[src/rtl/key_debounce.sv]
// Per-key push-button conditioner: 2-flop synchroniser, polarity fix, counter debounce, press/release strobes.
// Define KEY_DEBOUNCE_AUTOREPEAT_EN to add hold-to-repeat press strobes.
module key_debounce #(
    parameter int KEYS_W          = 4,
    parameter int DEBOUNCE_CYCLES = 500_000,
    parameter bit KEY_ACTIVE_LOW  = 1'b1,
    parameter int REPEAT_DELAY    = 25_000_000,
    parameter int REPEAT_PERIOD   = 5_000_000
) (
    input  logic              clk_i,
    input  logic              rst_ni,
    input  logic [KEYS_W-1:0] keys_raw_i,
    output logic [KEYS_W-1:0] keys_o,
    output logic [KEYS_W-1:0] press_o,
    output logic [KEYS_W-1:0] release_o
);

    localparam int                CNT_W    = $clog2(DEBOUNCE_CYCLES + 1);
    localparam logic [CNT_W-1:0]  CNT_LAST = CNT_W'(DEBOUNCE_CYCLES - 1);
    localparam logic [KEYS_W-1:0] REL_RAW  = {KEYS_W{KEY_ACTIVE_LOW}};

    if (DEBOUNCE_CYCLES < 1 || REPEAT_PERIOD < 1 || REPEAT_DELAY < 1) begin : g_bad_param
        $error("key_debounce: DEBOUNCE_CYCLES, REPEAT_DELAY and REPEAT_PERIOD must be >= 1");
    end

    logic [KEYS_W-1:0] sync1;
    logic [KEYS_W-1:0] sync2;
    logic [KEYS_W-1:0] sample;
    logic [KEYS_W-1:0] accept;
    logic [KEYS_W-1:0] keys_next;
    logic [KEYS_W-1:0] press_next;
    logic [KEYS_W-1:0] release_next;
    logic [CNT_W-1:0]  cnt      [KEYS_W];
    logic [CNT_W-1:0]  cnt_next [KEYS_W];

    // Synchronisers reset to the idle pin level so a key held through reset is seen as a new press.
    always_ff @(posedge clk_i or negedge rst_ni) begin
        if (!rst_ni) begin
            sync1 <= REL_RAW;
            sync2 <= REL_RAW;
        end else begin
            sync1 <= keys_raw_i;
            sync2 <= sync1;
        end
    end

    always_comb begin
        sample = sync2 ^ REL_RAW;
        accept = '0;
        for (int k = 0; k < KEYS_W; k++) begin
            cnt_next[k] = '0;
            if (sample[k] != keys_o[k]) begin
                if (cnt[k] == CNT_LAST) begin
                    accept[k] = 1'b1;
                end else begin
                    cnt_next[k] = cnt[k] + 1'b1;
                end
            end
        end
        keys_next    = keys_o ^ accept;
        release_next = accept & ~sample;
    end

`ifdef KEY_DEBOUNCE_AUTOREPEAT_EN
    localparam int               RPT_MAX  = (REPEAT_DELAY > REPEAT_PERIOD) ? REPEAT_DELAY : REPEAT_PERIOD;
    localparam int               RPT_W    = $clog2(RPT_MAX + 1);
    localparam logic [RPT_W-1:0] DELAY_V  = RPT_W'(REPEAT_DELAY);
    localparam logic [RPT_W-1:0] PERIOD_V = RPT_W'(REPEAT_PERIOD);

    logic [RPT_W-1:0]  rpt      [KEYS_W];
    logic [RPT_W-1:0]  rpt_next [KEYS_W];
    logic [KEYS_W-1:0] rep_on;
    logic [KEYS_W-1:0] rep_on_next;
    logic [KEYS_W-1:0] fire;

    // rpt holds cycles since the last press strobe; the first gap uses the delay, later gaps the period.
    always_comb begin
        fire        = '0;
        rep_on_next = '0;
        for (int k = 0; k < KEYS_W; k++) begin
            logic [RPT_W-1:0] dist;
            logic [RPT_W-1:0] target;
            dist        = (press_o[k] ? '0 : rpt[k]) + 1'b1;
            target      = rep_on[k] ? PERIOD_V : DELAY_V;
            rpt_next[k] = '0;
            if (keys_o[k]) begin
                fire[k]        = (dist == target) && keys_next[k];
                rpt_next[k]    = dist;
                rep_on_next[k] = rep_on[k] | fire[k];
            end
        end
        press_next = (accept & sample) | fire;
    end

    always_ff @(posedge clk_i or negedge rst_ni) begin
        if (!rst_ni) begin
            rep_on <= '0;
            for (int k = 0; k < KEYS_W; k++) begin
                rpt[k] <= '0;
            end
        end else begin
            rep_on <= rep_on_next;
            for (int k = 0; k < KEYS_W; k++) begin
                rpt[k] <= rpt_next[k];
            end
        end
    end
`else
    always_comb begin
        press_next = accept & sample;
    end
`endif

    always_ff @(posedge clk_i or negedge rst_ni) begin
        if (!rst_ni) begin
            keys_o    <= '0;
            press_o   <= '0;
            release_o <= '0;
            for (int k = 0; k < KEYS_W; k++) begin
                cnt[k] <= '0;
            end
        end else begin
            keys_o    <= keys_next;
            press_o   <= press_next;
            release_o <= release_next;
            for (int k = 0; k < KEYS_W; k++) begin
                cnt[k] <= cnt_next[k];
            end
        end
    end

endmodule

[config.mk]
export PLATFORM = sky130hd
export DESIGN_NAME = key_debounce
export DESIGN_NICKNAME = d
export VERILOG_FILES = /design/src/rtl/key_debounce.sv
export SDC_FILE = /design/constraint.sdc
export NUM_CORES = 1
export LEC_CHECK = 0
export ABC_AREA = 1
export ABC_CLOCK_PERIOD_IN_PS = 2910
export CAP_MARGIN = 5
export CELL_PAD_IN_SITES_DETAIL_PLACEMENT = 1
export CELL_PAD_IN_SITES_GLOBAL_PLACEMENT = 2
export CORE_MARGIN = 2
export CORE_UTILIZATION = 30
export CTS_BUF_LIST = sky130_fd_sc_hd__clkbuf_4 sky130_fd_sc_hd__clkbuf_8
export CTS_CLUSTER_DIAMETER = 200
export DETAILED_ROUTE_END_ITERATION = 7
export PLACE_DENSITY_LB_ADDON = 0.1
export REMOVE_ABC_BUFFERS = 1
export SKIP_CTS_REPAIR_TIMING = 1
export SLEW_MARGIN = 0
export SYNTH_ARGS = -nofsm -noshare
export SYNTH_HDL_FRONTEND = slang
export SYNTH_SLANG_ARGS = --single-unit
[constraint.sdc]
create_clock -name clk_i -period 2.91 [get_ports clk_i]
set_input_delay 0.582 -clock clk_i [delete_from_list [all_inputs] [get_ports clk_i]]
set_output_delay 0.582 -clock clk_i [all_outputs]
set_load 0.005 [all_outputs]
; ---- Word level (Yosys, flattened, before mapping)
; Cells that the tools add are included.
[classes]
add_sub_neg = 4
eq_ne = 8
muxes = 16
n_bitwise = 5
[op_table]
columns = operator, count
row1 = 2-to-1 mux 19 bit, 8
row2 = "adder 19 x 1 -> 19 bit, second input constant", 4
row3 = "== test 19 bit, second input constant", 4
row4 = bitwise AND 4 bit, 2
row5 = 2-to-1 mux 1 bit, 8
row6 = inverter 4 bit, 2
row7 = != test 1 bit, 4
row8 = bitwise XOR 4 bit, 1
[totals]
ff_bits = 96
input_bits = 6
output_inout_bits = 12
wordCells = 42

; ---- Depth between registers and ports, before layout
; Gate-level depths: netlist of the first run.
[logic_depth]
depth_word = 4
ltp_mapped = 8

; ---- Worst setup path after synthesis of the first run
; No wires, ideal clock.
[synth_path]
path_kind = reg2reg
startpoint = register cnt[19] (netlist name)
endpoint = register cnt[37] (netlist name)
t_arrival_ns = 1.170
required_ns = 2.791
slack_ns = 1.621
stages_incl_launch_ff = 9
cell_sequence = dfrtp_1 > ha_1 > nand2_1 > nor2_1 > nand2_1 > nor2_1 > nand3_1 > nand3_1 > nor2_1
[synth_lines]
columns = item, line_no
row1 = "start, declared", 33  ; logic [CNT_W-1:0] cnt [KEYS_W];
row2 = "start signal, assigned by index", 127  ; cnt[k] <= cnt_next[k];

==> summary.md, run 1 <==
| Metric | Value |
|---|---|
| P&R area growth vs syn | `13.1%` |
| Routability-driven placement congestion ratio | `0.774` |
| CP Launch Type | `flip-flop` |
| Final hold violation count | `0` |
| #FFs+latches synth | `96` |
| Buffers & Inverters on Critical Path | `1` |
| Drt initial violations | `163` |
| Die Area | `18200 um2` |
| Depth of the CTS H-tree | `3` |
| RSZ-0062 raised after global routing | `no` |
| Post-synth top area cell | `dfrtp_1` |
| Drt wl/cell | `14.3 um` |
| Commonest non-fill, non-tap cell in the layout | `nor2_1` |
| Worst Skew | `0.0170 ns` |
| Worst-Skew Late Latency | `0.39 ns` |
| Placed cell count | `915` |
| GR Overflow Total | `0` |
| Least-Margin Pin Slew | `0.531 ns` |
| Pwr Density | `425 nW/um2` |
| Register area share after synthesis | `46.9%` |
| First-pass GRT wire length | `22800 um` |
| DRC Markers | `0` |
| Bufs on Longest Clock Path | `2` |
| Number of port buffers | `17` |
| Mapped cell area | `5140 um2` |
| Fmax achieved | `0.517 GHz` |
| Die X | `135 um` |
| Via count | `4237` |
| Cell variety after synth | `28` |
| Post-route ant nets | `0` |
| Crit path time final | `1.93 ns` |
| Core area | `16600 um2` |
| Commonest cells after routing, fill and taps aside | `192 x nor2_1, 122 x nand2_1, 88 x dfrtp_1` |
| CP max FO | `5` |
| Post-DP HPWL | `10100 um` |
| Outcome | `complete, no violations` |
| Critical Path, Cell by Cell | `clkdlybuf4s50_1` |
| Total Wirelength | `13400 um` |
| Leak Pwr | `2.39 nW` |
| CTS root buf | `clkbuf_8` |
| Yosys warns | `0` |
| Clock transition at the registers of the reported paths | `0.11 ns` |
| Critical setup path kind | `flip-flop to primary output` |
| CTS Buf Count | `9` |
| Max-slew violation count | `0` |
| Area share of the largest cell type after synthesis | `42.9%` |
| DIE HEIGHT | `135 um` |
| HP Class | `input port to async pin` |
| Non-filler cells, final | `931` |
| Max_cap viols | `0` |
| Setup TNS | `0 ns` |
| Initial antenna violation count | `0` |
| WP data required | `2.33 ns` |
| Total track usage | `16.0%` |
| Vias in the first global route | `4448` |
| Worst relative slew slack | `64.6%` |
| Crit end category | `primary output` |
| Diode count | `0` |
| Vias/cell | `4.55` |
| Nets | `716` |
| Crit path arrival time | `1.35 ns` |
| Layout cell share with drive strength beyond 1 | `10.3%` |
| Top Family by Delay on Critical Path | `buffers and inverters` |
| # IOs | `18` |
| CP peak stage delay | `0.53 ns` |
| Clock sink count | `96` |
| # setup viols final | `0` |
| Syn Area/Cell | `7.56 um2` |
| Max VDD drop | `0.211 mV` |
| Final period util | `66.4%` |
| Critical path's slowest cell | `clkdlybuf4s50_1` |
| Cells after synthesis | `680` |
| Initial core utilization | `30.9%` |
| First-pass detailed-route iteration total | `4` |
| Largest net degree at the start of global routing | `46` |
| Row count | `47` |
| CTS tree | `built` |
| Top cells by area, synth | `dfrtp_1 43%, nor2_1 14%, nand2_1 8.9%, inv_1 5.3%, nand3_1 5.2%` |
[per-stage QoR]
step                      util, %  power (mW)  hold WS, ns  worst slack [ns]  area [um2]
final                        34.9        2.47        0.143             0.977        5810
after CTS                    34.9        2.53        0.136             0.941        5810
after detailed placement     33.6        1.49        0.351              1.21        5590
after global routing         34.9        2.59        0.156             0.882        5810
after global placement       33.6        1.49        0.348              1.29        5590
after floorplan                 -        1.43        0.286              1.62        5120
[Yosys cell counts]
cell / instances
nor2_1: 192
nand2_1: 122
dfrtp_1: 88
inv_1: 73
nand3_1: 53
xor2_1: 24
nand2_2: 16
nor2_2: 15
o21ai_0: 15
a21oi_1: 13
xnor2_1: 10
dfstp_2: 8
nor2_4: 7
nand4_1: 6
nor3_1: 6
buf_2: 4
ha_1: 4
inv_2: 4
nor3b_1: 4
nand3_2: 3
o21ai_1: 3
and2_1: 2
and3_1: 2
nand3b_1: 2
and2_0: 1
nor3_2: 1
o21bai_1: 1
o22ai_1: 1
[power breakdown]
group / internal (mW) / switching (mW) / total [mW]
Combinational: 0.0261 / 0.0649 / 0.0910
Clock: 0.504 / 0.502 / 1.01
Sequential: 1.36 / 0.0140 / 1.37
Total: 1.89 / 0.581 / 2.47
[state kept, by name, indices dropped and copies added (netlist names), named ones only]
register and cells:
press_o 4, cnt 76, sync1 4, release_o 4, sync2 4
[layer usage]
layer	up-vias	global-route usage, %	share of wire, %	wire, um
li1	2152	-	-	-
met1	2050	20.8	49	6510
met2	26	26.7	48	6390
met3	9	3.60	2.3	312
met4	0	4.21	1.0	137
met5	-	0	0	0
[cell type report]
| cell class | instances | area, um2 |
|---|---|---|
| Clock buffer | 11 | 139 |
| Tap cell | 220 | 275 |
| Clock inverter | 5 | 81.3 |
| Multi-Input combinational cell | 503 | 2420 |
| Timing Repair Buffer | 19 | 195 |
| Fill cell | 2029 | 10800 |
| Inverter | 77 | 289 |
| Sequential cell | 96 | 2410 |
[final timing paths]
path | startpoint | end | slack (ns) | depth (start not counted)
min | rst_ni | async pin | 0.14 | 1
max reg2reg | sync2[2]$_DFF_PN1_ | cnt[22]$_DFF_PN0_ | 1.25 | 5
max | flip-flop | keys_o[2] | 0.98 | 1
min in group clk_i | sync1[2]$_DFF_PN1_ | sync2[2]$_DFF_PN1_ | 0.36 | 0
max in group asynchronous | rst_ni | sync2[2]$_DFF_PN1_ | 2.07 | 2
min reg2reg | sync1[2]$_DFF_PN1_ | sync2[2]$_DFF_PN1_ | 0.36 | 0
[kinds of logic (layout without fill, tap and decap cells)]
logic type	count (synthesis)	count (layout)	synth area share (%)
flops	96	96	46.9
xor+xnor	34	34	5.79
compound gates	33	33	3.29
fa+ha+maj	4	4	0.974
buf+inv	81	112	6.01
simple gates	432	432	37.0
(Power assumes the default switching activity.)
==> run 2: changes to the inputs <==
- ABC_CLOCK_PERIOD_IN_PS: 2910 -> 1890
- clock period: 2.91 -> 1.89 ns (I/O delays scaled with it)
==> run 2 against run 1 <==
Effect of this change:
- worst setup slack lost 0.82 ns
- total power grew 57%
- largest power group unchanged
- final area grew 1.2%
- global-route usage grew 0.089 points
- register-to-register slack lost 0.96 ns
- largest cell class unchanged
- clock power grew 58%
- critical path type unchanged
- final cell count grew 0.64%
==> summary.md, run 2 (synthesis results as in run 1) <==
| Metric | Value |
|---|---|
| Vias in the first global route | `4504 (+1.3%)` |
| Worst relative slew slack | `67.1% (+2.5 points)` |
| Die Area | `18200 um2 (unchanged)` |
| Setup TNS | `0 ns (unchanged)` |
| Bufs on Longest Clock Path | `2 (unchanged)` |
| Core area | `16600 um2 (unchanged)` |
| Total internal power | `2.99 mW (+58%)` |
| Drt initial violations | `158 (-3.1%)` |
| Number of port buffers | `17 (unchanged)` |
| Post-route ant nets | `0 (unchanged)` |
| Worst-Skew Late Latency | `0.38 ns (about the same)` |
| # IOs | `18 (unchanged)` |
| Reg-to-reg startpoint | `cnt[19]$_DFF_PN0_` |
| Crit end category | `primary output` |
| Initial core utilization | `30.9% (unchanged)` |
| RSZ-0062 raised after global routing | `no` |
| Largest net degree at the start of global routing | `40 (-13%)` |
| First-pass GRT wire length | `22900 um (+0.24%)` |
| CP max FO | `5 (unchanged)` |
| Initial antenna violation count | `0 (unchanged)` |
| Least-Margin Pin Slew | `0.494 ns (-0.0371 ns)` |
| Fmax achieved | `0.575 GHz` |
| DIE HEIGHT | `135 um (unchanged)` |
| Commonest non-fill, non-tap cell in the layout | `nor2_1` |
| Psw | `0.879 mW (+51%)` |
| Max_cap viols | `0 (unchanged)` |
| Clock share of power | `41.4% (+0.6 points)` |
| Critical Path, Cell by Cell | `clkdlybuf4s50_1` |
| Max-slew violation count | `0 (unchanged)` |
| Max VDD drop | `0.333 mV (+58%)` |
| Crit path time final | `1.74 ns` |
| Crit path arrival time | `1.36 ns (about the same)` |
| HP Class | `flip-flop to flip-flop` |
| Total track usage | `16.0% (+0.089 points)` |
| DRC Markers | `0 (unchanged)` |
| Reg power frac | `54.6% (-0.9 points)` |
| Post-route cell area | `5880 um2 (+1.2%)` |
| Top Family by Delay on Critical Path | `buffers and inverters` |
| Final period util | `92.0%` |
| Commonest cells after routing, fill and taps aside | `192 x nor2_1, 122 x nand2_1, 88 x dfrtp_1` |
| Post-DP HPWL | `10100 um (-0.14%)` |
| Worst Skew | `0.0152 ns (-0.00176 ns)` |
| Vias/cell | `4.51 (-0.99%)` |
| Leak Pwr | `2.43 nW (+1.8%)` |
| Critical path's slowest cell | `clkdlybuf4s50_1` |
| Sw Share | `22.7% (-0.80 points)` |
| R2r setup slk | `0.29 ns (-0.96 ns)` |
| Buffers & Inverters on Critical Path | `1 (unchanged)` |
| Row count | `47 (unchanged)` |
| Depth of the CTS H-tree | `3 (unchanged)` |
| Max FFs per register | `76 (unchanged)` |
| Clock transition at the registers of the reported paths | `0.09 ns (-0.02 ns)` |
| Drt wl/cell | `14.3 um (-0.60%)` |
| Final hold violation count | `0 (unchanged)` |
| Clock sink count | `96 (unchanged)` |
| Pwr Density | `657 nW/um2 (+55%)` |
| CTS Buf Count | `9 (unchanged)` |
| Biggest register | `cnt` |
| FILL cells | `2055 (+1.3%)` |
| CP Launch Type | `flip-flop` |
| Outcome | `complete, no violations` |
| WP data required | `1.51 ns (-0.82 ns)` |
| Logic pwr share | `4.1% (+0.4 points)` |
| Critical setup path kind | `flip-flop to primary output` |
| Min-delay src | `sync1[1]$_DFF_PN1_` |
| Placed inst area | `5640 um2 (+0.90%)` |
| Layout cell share with drive strength beyond 1 | `10.9% (+0.61 points)` |
| First-pass detailed-route iteration total | `4 (unchanged)` |
| Diode count | `0 (unchanged)` |
| Die X | `135 um (unchanged)` |
| # setup viols final | `0 (unchanged)` |
| CP peak stage delay | `0.57 ns (+0.04 ns)` |
| Routability-driven placement congestion ratio | `0.804 (+3.8%)` |
| CTS root buf | `clkbuf_8` |
| Total Wirelength | `13400 um (about the same)` |
| Nets | `722 (+0.84%)` |
| CTS tree | `built` |
| GR Overflow Total | `0 (unchanged)` |
| Via count | `4222 (-0.35%)` |
| P&R area growth vs syn | `14.4%` |
==> run 2: power by group through the flow <==
stage	combinational, mW	sequential (mW)	clock, mW
2_1_floorplan	0.0626	2.14	0
3_3_place_gp	0.159	2.15	0
3_5_place_dp	0.162	2.15	0
4_1_cts	0.163	2.11	1.67
5_1_grt	0.180	2.12	1.77
6_report	0.157	2.11	1.60
==> run 2: cell type report <==
class,count,area [um2],area share (%)
clock buffer,13,166,2.83
clock inverter,3,65.1,1.11
inverter,77,289,4.91
multi-input combinational,503,2420,41.1
sequential,96,2410,41.0
tap,220,275,4.68
timing repair buffer,25,255,4.34
==> run 2: path summary, 6_finish.rpt <==
check,cells after the start,to
setup / recovery,1,keys_o[1]
hold / removal,0,sync2[1]$_DFF_PN1_
setup reg to reg,8,cnt[37]$_DFF_PN0_
hold reg to reg,0,sync2[1]$_DFF_PN1_
max in group asynchronous,3,sync1[1]$_DFF_PN1_
min in group asynchronous,2,cnt[52]$_DFF_PN0_
==> run 2: layer usage <==
layer  global-route usage, %  wire, um  part of all wire, %
met3                    3.15       300                  2.2
met4                    4.04       149                  1.1
met5                       0         0                    0
met1                    22.0      6750                   51
met2                    26.1      6160                   46
==> run 2: through the flow <==
stage / util, % / total power, mW / setup slack, ns / hold slack (ns) / cells
3_5_place_dp: 33.9 / 2.31 / 0.280 / 0.347 / 920
6_report: 35.3 / 3.86 / 0.152 / 0.346 / 937
2_1_floorplan: - / 2.21 / 0.601 / 0.0824 / 676
4_1_cts: 35.3 / 3.95 / 0.106 / -0.0546 / 936
3_3_place_gp: 33.9 / 2.31 / 0.319 / 0.346 / 920
5_1_grt: 35.3 / 4.06 / 0.0675 / 0.363 / 937
==> run 3: changes to the inputs <==
- SLEW_MARGIN: 0 -> 20
==> results of run 3 <==
Final layout, timing and power as in run 2 (identical DEF).
